### src/rtl/bus_sequencer_pkg.sv
// Shared definitions for the MIPS bus sequencer: FSM state encoding and
// the default fetch addresses used by the datapath and the sequencer.
package bus_sequencer_pkg;

    typedef enum logic [2:0] {
        FETCH = 3'd0,
        EXEC  = 3'd1,
        MEM   = 3'd2,
        WB    = 3'd3,
        HALT  = 3'd4
    } seq_state_e;

    localparam logic [31:0] HALT_ADDR    = 32'h0000_0000;
    localparam logic [31:0] RESET_VECTOR = 32'hBFC0_0000;

    localparam logic [31:0] WORD_MASK    = 32'hFFFF_FFFC;
    localparam logic [3:0]  BE_WORD      = 4'b1111;

endpackage

### src/rtl/bus_sequencer.sv
// Multi-cycle bus sequencer: fetches an instruction, optionally performs one
// load/store, then pulses clk_enable once so the datapath commits.
module bus_sequencer #(
    parameter logic [31:0] HALT_ADDR    = bus_sequencer_pkg::HALT_ADDR,
    parameter logic [31:0] RESET_VECTOR = bus_sequencer_pkg::RESET_VECTOR
) (
    input  logic        clk,
    input  logic        reset,
    input  logic [31:0] instr_address,
    input  logic [31:0] data_address,
    input  logic [31:0] data_writedata,
    input  logic        mem_read,
    input  logic        mem_write,
    input  logic [3:0]  byteenable_req,
    output logic [31:0] instr_readdata,
    output logic [31:0] data_readdata,
    output logic        clk_enable,
    output logic        active,
    output logic [31:0] address,
    output logic        read,
    output logic        write,
    output logic [31:0] writedata,
    output logic [3:0]  byteenable,
    input  logic        waitrequest,
    input  logic [31:0] readdata
);
    import bus_sequencer_pkg::*;

    // The datapath PC supplies the reset vector; it only has to be a legal word address.
    if (RESET_VECTOR[1:0] != 2'b00) begin : g_reset_vector_check
        $error("bus_sequencer: RESET_VECTOR must be word-aligned");
    end

    seq_state_e  state_q, state_d;
    logic [31:0] instr_q, instr_d;
    logic [31:0] data_q,  data_d;

    always_comb begin
        state_d    = state_q;
        instr_d    = instr_q;
        data_d     = data_q;
        address    = '0;
        read       = 1'b0;
        write      = 1'b0;
        writedata  = '0;
        byteenable = '0;
        clk_enable = 1'b0;

        unique case (state_q)
            FETCH: begin
                if (instr_address == HALT_ADDR) begin
                    state_d = HALT;
                end else begin
                    address    = instr_address;
                    read       = 1'b1;
                    byteenable = BE_WORD;
                    if (!waitrequest) begin
                        instr_d = readdata;
                        state_d = EXEC;
                    end
                end
            end
            EXEC: begin
                if (mem_read || mem_write) begin
                    state_d = MEM;
                end else begin
                    clk_enable = 1'b1;
                    state_d    = FETCH;
                end
            end
            MEM: begin
                address    = data_address & WORD_MASK;
                byteenable = byteenable_req;
                // A store takes priority so read and write are never raised together.
                if (mem_write) begin
                    write     = 1'b1;
                    writedata = data_writedata;
                end else if (mem_read) begin
                    read = 1'b1;
                end
                if (!waitrequest) begin
                    if (mem_read && !mem_write) begin
                        data_d = readdata;
                    end
                    state_d = WB;
                end
            end
            WB: begin
                clk_enable = 1'b1;
                state_d    = FETCH;
            end
            HALT: begin
                state_d = HALT;
            end
            default: begin
                state_d = FETCH;
            end
        endcase

        // Reset must kill an in-flight request at once, not at the next edge.
        if (reset) begin
            read       = 1'b0;
            write      = 1'b0;
            clk_enable = 1'b0;
        end
    end

    always_ff @(posedge clk or posedge reset) begin
        if (reset) begin
            state_q <= FETCH;
            instr_q <= '0;
            data_q  <= '0;
        end else begin
            state_q <= state_d;
            instr_q <= instr_d;
            data_q  <= data_d;
        end
    end

    assign instr_readdata = instr_q;
    assign data_readdata  = data_q;
    assign active         = (state_q != HALT);

endmodule

### config.mk
export PLATFORM = sky130hd
export DESIGN_NAME = bus_sequencer
export DESIGN_NICKNAME = d
export VERILOG_FILES = /design/src/rtl/bus_sequencer_pkg.sv /design/src/rtl/bus_sequencer.sv
export SDC_FILE = /design/constraint.sdc
export NUM_CORES = 1
export LEC_CHECK = 0
export CAP_MARGIN = 20
export CELL_PAD_IN_SITES_DETAIL_PLACEMENT = 0
export CELL_PAD_IN_SITES_GLOBAL_PLACEMENT = 2
export CORE_ASPECT_RATIO = 1.5
export CORE_MARGIN = 4
export CORE_UTILIZATION = 16
export CTS_BUF_LIST = sky130_fd_sc_hd__clkbuf_4 sky130_fd_sc_hd__clkbuf_8 sky130_fd_sc_hd__clkbuf_16
export CTS_CLUSTER_SIZE = 24
export DETAILED_ROUTE_END_ITERATION = 10
export PLACE_DENSITY_LB_ADDON = 0.3
export SLEW_MARGIN = 20
export SYNTH_ARGS = -nofsm -noshare
export SYNTH_HDL_FRONTEND = slang
export SYNTH_SLANG_ARGS = --single-unit
export TNS_END_PERCENT = 30
### constraint.sdc
create_clock -name clk -period 2.1 [get_ports clk]
set_input_delay 0.21 -clock clk [delete_from_list [all_inputs] [get_ports clk]]
set_output_delay 0.21 -clock clk [all_outputs]
set_load 0.05 [all_outputs]
## Word-level counts from Yosys, hierarchy flattened

Index checks and enable logic that the tools add are counted.

| operators by class | value |
|---|---|
| equal/unequal tests | 7 |
| muxes and demuxes | 22 |
| bitwise gates (word level) | 2 |
| reductions and logical operators | 8 |

Operators with widths:

| operator | count |
|---|---|
| $mux W32 | 3 |
| $pmux W32 S2 | 1 |
| $logic_not A32 Y1 | 1 |
| $pmux W3 S4 | 1 |
| $mux W1 | 9 |
| $mux W3 | 3 |
| $pmux W4 S2 | 1 |
| $eq A3 B2 Y1 const B | 2 |
| $ne A3 B3 Y1 const B | 2 |
| $reduce_and A3 Y1 | 2 |
| $mux W4 | 1 |
| $pmux W1 S2 | 2 |
| $eq A3 B1 Y1 const B | 1 |
| $eq A3 B3 Y1 const B | 1 |
| $logic_not A3 Y1 | 1 |
| $mux W2 | 1 |
| $ne A2 B2 Y1 const B | 1 |
| $not A1 Y1 | 2 |
| $reduce_and A2 Y1 | 1 |
| $logic_and A1 B1 Y1 | 1 |
| $logic_not A1 Y1 | 1 |
| $logic_or A1 B1 Y1 | 1 |

| storage, ports and cells | value |
|---|---|
| register bits | 67 |
| bits of input ports | 137 |
| output and inout bits | 136 |
| logic and storage cells | 42 |

## Logic depth before layout (Yosys ltp)

Gate-level depths: netlist of run 1.

| logic depth | value |
|---|---|
| depth after elaboration | 4 |
| mapped depth | 5 |
| depth with buffers taken out | 4 |

## Worst setup path before layout of run 1

No wires, ideal clock.

| timing path | value |
|---|---|
| path kind | in2out |
| from | in reset |
| to | out write |
| data arrival time | 2.289 ns |
| required time | 1.890 ns |
| path slack | -0.399 ns |
| cell stages on the path | 2 |
| path buffers | 0 |
| path through | inv_1 and3_1 |

| between the ends | value |
|---|---|
| cells in the longest elaborated chain, start to end | 1 |

Ends and longest elaborated chain:

| item | RTL line | source |
|---|---|---|
| start: declaration | bus_sequencer.sv:8 | `input logic reset,` |
| $mux W1 | bus_sequencer.sv:101 | `if (reset) begin` |
| end: declaration | bus_sequencer.sv:21 | `output logic write,` |

No other way between the ends.

## Worst setup path after layout of run 1

| timing path | value |
|---|---|
| from | reg state_q[0] |
| to | out address[24] |

| between the ends | value |
|---|---|
| cells in the longest elaborated chain, start to end | 2 |
| elaborated cells on any way between the ends | 3 |
| classes of those cells | 1 x eq/ne; 1 x mux; 1 x reduce/logical |

Ends and longest elaborated chain:

| item | RTL line | source |
|---|---|---|
| start: declaration | bus_sequencer.sv:34 | `seq_state_e state_q, state_d;` |
| start signal: assignment | bus_sequencer.sv:114 | `state_q <= state_d;` |
| $eq A3 B2 Y1 or $logic_not A3 Y1 (tied branches) | bus_sequencer.sv:49 | `unique case (state_q)` |
| $pmux W32 S2 * | bus_sequencer.sv:49 |  |
| end: declaration | bus_sequencer.sv:19 | `output logic [31:0] address,` |

Mark *: on every way between the ends. The rest lies on a longest branch, timed or not.

==> results of run 1 <==
flip-flops by register name, summed over array words and instances, names as in the netlist:
| signal | count |
|---|---|
| data_readdata | 32 |
| instr_readdata | 32 |
| state_q | 3 |
final timing paths:
check	cells after the start	to
max	6	address[24]
min	3	state_q[1]
max reg2reg	5	instr_readdata[2]
min reg2reg	1	data_readdata[24]
max in group asynchronous	3	instr_readdata[17]
min in group clk	1	data_readdata[24]
cell usage in the layout, fill, tap and decap left out, types with 2 or more instances in the layout:
| cell | count |
|---|---|
| dlymetal6s2s_1 | 2 |
| mux2_4 | 30 |
| clkbuf_16 | 11 |
| clkdlybuf4s15_1 | 2 |
| buf_4 | 31 |
| and2_4 | 2 |
| nor4_2 | 5 |
| buf_6 | 2 |
| a22o_1 | 2 |
| clkbuf_2 | 2 |
| a22o_4 | 28 |
| clkdlybuf4s50_1 | 166 |
| buf_16 | 2 |
| and3_1 | 33 |
| a21o_4 | 2 |
| clkinv_2 | 2 |
| dlygate4sd2_1 | 26 |
| mux2_2 | 33 |
| buf_12 | 74 |
| clkbuf_4 | 3 |
| dfrtp_1 | 66 |
| nor2_1 | 5 |
| nor4_4 | 2 |
| a21o_1 | 2 |
| and4_4 | 2 |
cells by family after synthesis:
kind of cell | after synthesis
muxes | 65
buffers and inverters | 21
DFF | 67
and+or+nand+nor | 58
AOI/OAI and AO/OA | 39
layout make-up:
type                    count  area, um2
diodes                      1       2.50
flip-flops and latches     67       1680
fillers                  1984      12400
inverters                   2       11.3
clock buffers              12        248
repair buffers            309       3790
clock inverters             3       40.0
multi-input cells         162       1900
well taps                 264        330
layer usage:
| metal | global-route usage, % | part of all wire, % | vias up |
|---|---|---|---|
| li1 | - | - | 1543 |
| met1 | 11.7 | 32 | 1597 |
| met2 | 23.6 | 58 | 169 |
| met3 | 4.67 | 9.1 | 10 |
| met4 | 3.74 | 1.3 | 0 |
| met5 | 0 | 0 | - |
critical path: stages (launching register included):
cell and delay, ns:
dfrtp_1 0.38, or3_4 0.41, a21oi_4 0.16, buf_4 0.15
buf_12 0.13, a22o_1 0.19, buf_12 0.14
through the flow:
stage / hold WS, ns / utilization, % / TNS, ns
final: 0.399 / 39.2 / -0.00226
after detailed placement: 0.477 / 35.3 / -21.69
after global routing: 0.445 / 39.2 / -2.38
after global placement: 0.475 / 35.3 / -21.49
after CTS: 0.409 / 38.1 / -1.63
after floorplan: 0.345 / - / -0.222
timing repair:
action,in CTS,in global routing
hold buffers,0,0
endpoints found under the setup margin,37,53
buffers inserted,8,2
resized for setup,64,26
cloned,2,2
pin swaps,26,8
report_power, final:
| part | internal, uW | switching [uW] | leakage, uW |
|---|---|---|---|
| clock | 947 | 514 | 0.000147 |
| combinational | 3640 | 4660 | 0.00262 |
| sequential | 1930 | 359 | 0.000798 |
| total | 6520 | 5540 | 0.00357 |
Yosys cell counts:
| cell type | number |
|---|---|
| mux2i_1 | 1 |
| a21o_1 | 4 |
| a211o_4 | 1 |
| nand3b_1 | 1 |
| a31oi_1 | 1 |
| and3_1 | 33 |
| nand2_1 | 1 |
| mux2_4 | 30 |
| nor2_2 | 1 |
| nor3_1 | 1 |
| nor3b_2 | 1 |
| or3_4 | 1 |
| nor2_1 | 5 |
| and4_1 | 2 |
| a21oi_1 | 1 |
| mux2_1 | 1 |
| clkbuf_1 | 10 |
| or3_1 | 1 |
| inv_1 | 2 |
| a22o_1 | 30 |
| dfrtp_1 | 67 |
| and2_1 | 2 |
| a31o_2 | 1 |
| nor4_1 | 8 |
| a21oi_2 | 1 |
| buf_2 | 6 |
| nor4b_1 | 1 |
| mux2_2 | 33 |
| buf_6 | 3 |
==> results.md, run 1 <==
* Dpl cell area at 7210 um2
* IO buf count at 270
* Number of iterations in the first detailed-routing pass at 4
* Antenna violations before repair at 1
* Register bit total from synthesis at 67
* Crit path required time at 1.89 ns
* Synth warnings at 0
* Leak at 0.00357 uW
* Post-Synthesis Cells at 250
* Via density at 4.05
* Die area at 23300 um2
* Mapped Area at 3330 um2
* Vias in the first global route at 3848
* Setup-failing EPs final at 1
* Remaining Overflow, GRT at 0
* Failing checks: setup timing
* GPL Wtd Cong at 0.756
* Skew final at 0.00566 ns
* Largest family of logic cells by synthesized area: multiplexers
* Pwr Total at 12100 uW
* Fin cells at 820
* Clock Sink Count at 67
* TritonCTS clock tree: built
* CTS Buffer Depth at 2
* Final instance area at 8000 um2
* CP Class: flop to output port
* Synth area leader: dfrtp_1
* Register-to-register setup slack at 0.17 ns
* Layout cells sized above 1 at 43.2%
* Area grow syn2layout at 140%
* Mux cell area share after synthesis at 25.3%
* Clock root cell: clkbuf_16
* Max Slew Vio Count at 0
* Post-DR wirelength/cell at 17.8 um
* Clk_lat worst skew at 0.32 ns
* Largest net degree at the start of global routing at 51
* Setup crit end kind: output port
* Synth Area in Compound Gates at 10.2%
* Total CTS buffers at 9
* Post-synthesis area per instance at 13.3 um2
* Synth Area in Simple Gates at 11.0%
* Slew headroom at 59.3%
* Worst setup path startpoint: state_q[0]
* Htree depth at 3
* Top Ports at 273
* First-pass GRT wire length at 22100 um
* CTS clk-pin slew, worst paths at 0.05 ns
* PwrDens at 1510 nW/um2
* Area share of xor/xnor cells in the synthesized design at 0%
* Final period util at 100%
* Post-Place Cells at 790
* # DRC at 0
* CP max FO at 9
* Initial Util at 16.3%
* RSZ-0062 raised after global routing: true
* Rows at 64
* Hold Crit Class: primary input to async pin
* Final min period at 2.10 ns
* FF-to-FF Start: state_q[0]
* Initial DRC count at 103
* Total GRT Usage at 12.1%
* Syn nets at 387
* Post-Synth Adder-Cell Area at 0%
* Post-route setup slack at -0.00226 ns
* Total number of vias at 3319
* Die width at 126 um
* Final WL at 14600 um
* Hold Vio Cnt, Final at 0
* IR drop worst, VDD at 0.585 mV
* Post-DP HPWL at 11500 um
* Max Fclk at 476 MHz
* CP Launch Type: flop
* Outcome: finished, violations left
* Post-layout nets at 688
* Post-DRT Antenna Nets at 0
* Sequential area share after synthesis at 50.3%
* Placement Setup Slack at -0.368 ns
* Core box area at 20400 um2
* Maxcap violations at 0
* Least-Margin Pin Slew at 0.610 ns
* Top cells by area, synth: dfrtp_1, mux2_4, mux2_2, a22o_1, and3_1
* Die Span Y at 185 um
* Synth unique cells at 29
* Arr. time, crit path at 1.89 ns
* Synth top area share at 50.3%
Power figures use the tool's default switching activity.
==> run 2: changes to the inputs <==
--- a/config.mk
+++ b/config.mk
@@ -12,7 +12,6 @@
 export CORE_MARGIN = 4
 export CORE_UTILIZATION = 16
 export CTS_BUF_LIST = sky130_fd_sc_hd__clkbuf_4 sky130_fd_sc_hd__clkbuf_8 sky130_fd_sc_hd__clkbuf_16
-export CTS_CLUSTER_SIZE = 24
 export DETAILED_ROUTE_END_ITERATION = 10
 export PLACE_DENSITY_LB_ADDON = 0.3
 export SLEW_MARGIN = 20
==> results of run 2 <==
Same layout as run 1: the final DEF is identical, and so are final timing and power.
==> run 3: changes to the inputs <==
--- a/config.mk
+++ b/config.mk
@@ -5,7 +5,7 @@
 export SDC_FILE = /design/constraint.sdc
 export NUM_CORES = 1
 export LEC_CHECK = 0
-export CAP_MARGIN = 20
+export CAP_MARGIN = 25
 export CELL_PAD_IN_SITES_DETAIL_PLACEMENT = 0
 export CELL_PAD_IN_SITES_GLOBAL_PLACEMENT = 2
 export CORE_ASPECT_RATIO = 1.5
==> results of run 3 <==
Same layout as run 1: the final DEF is identical, and so are final timing and power.
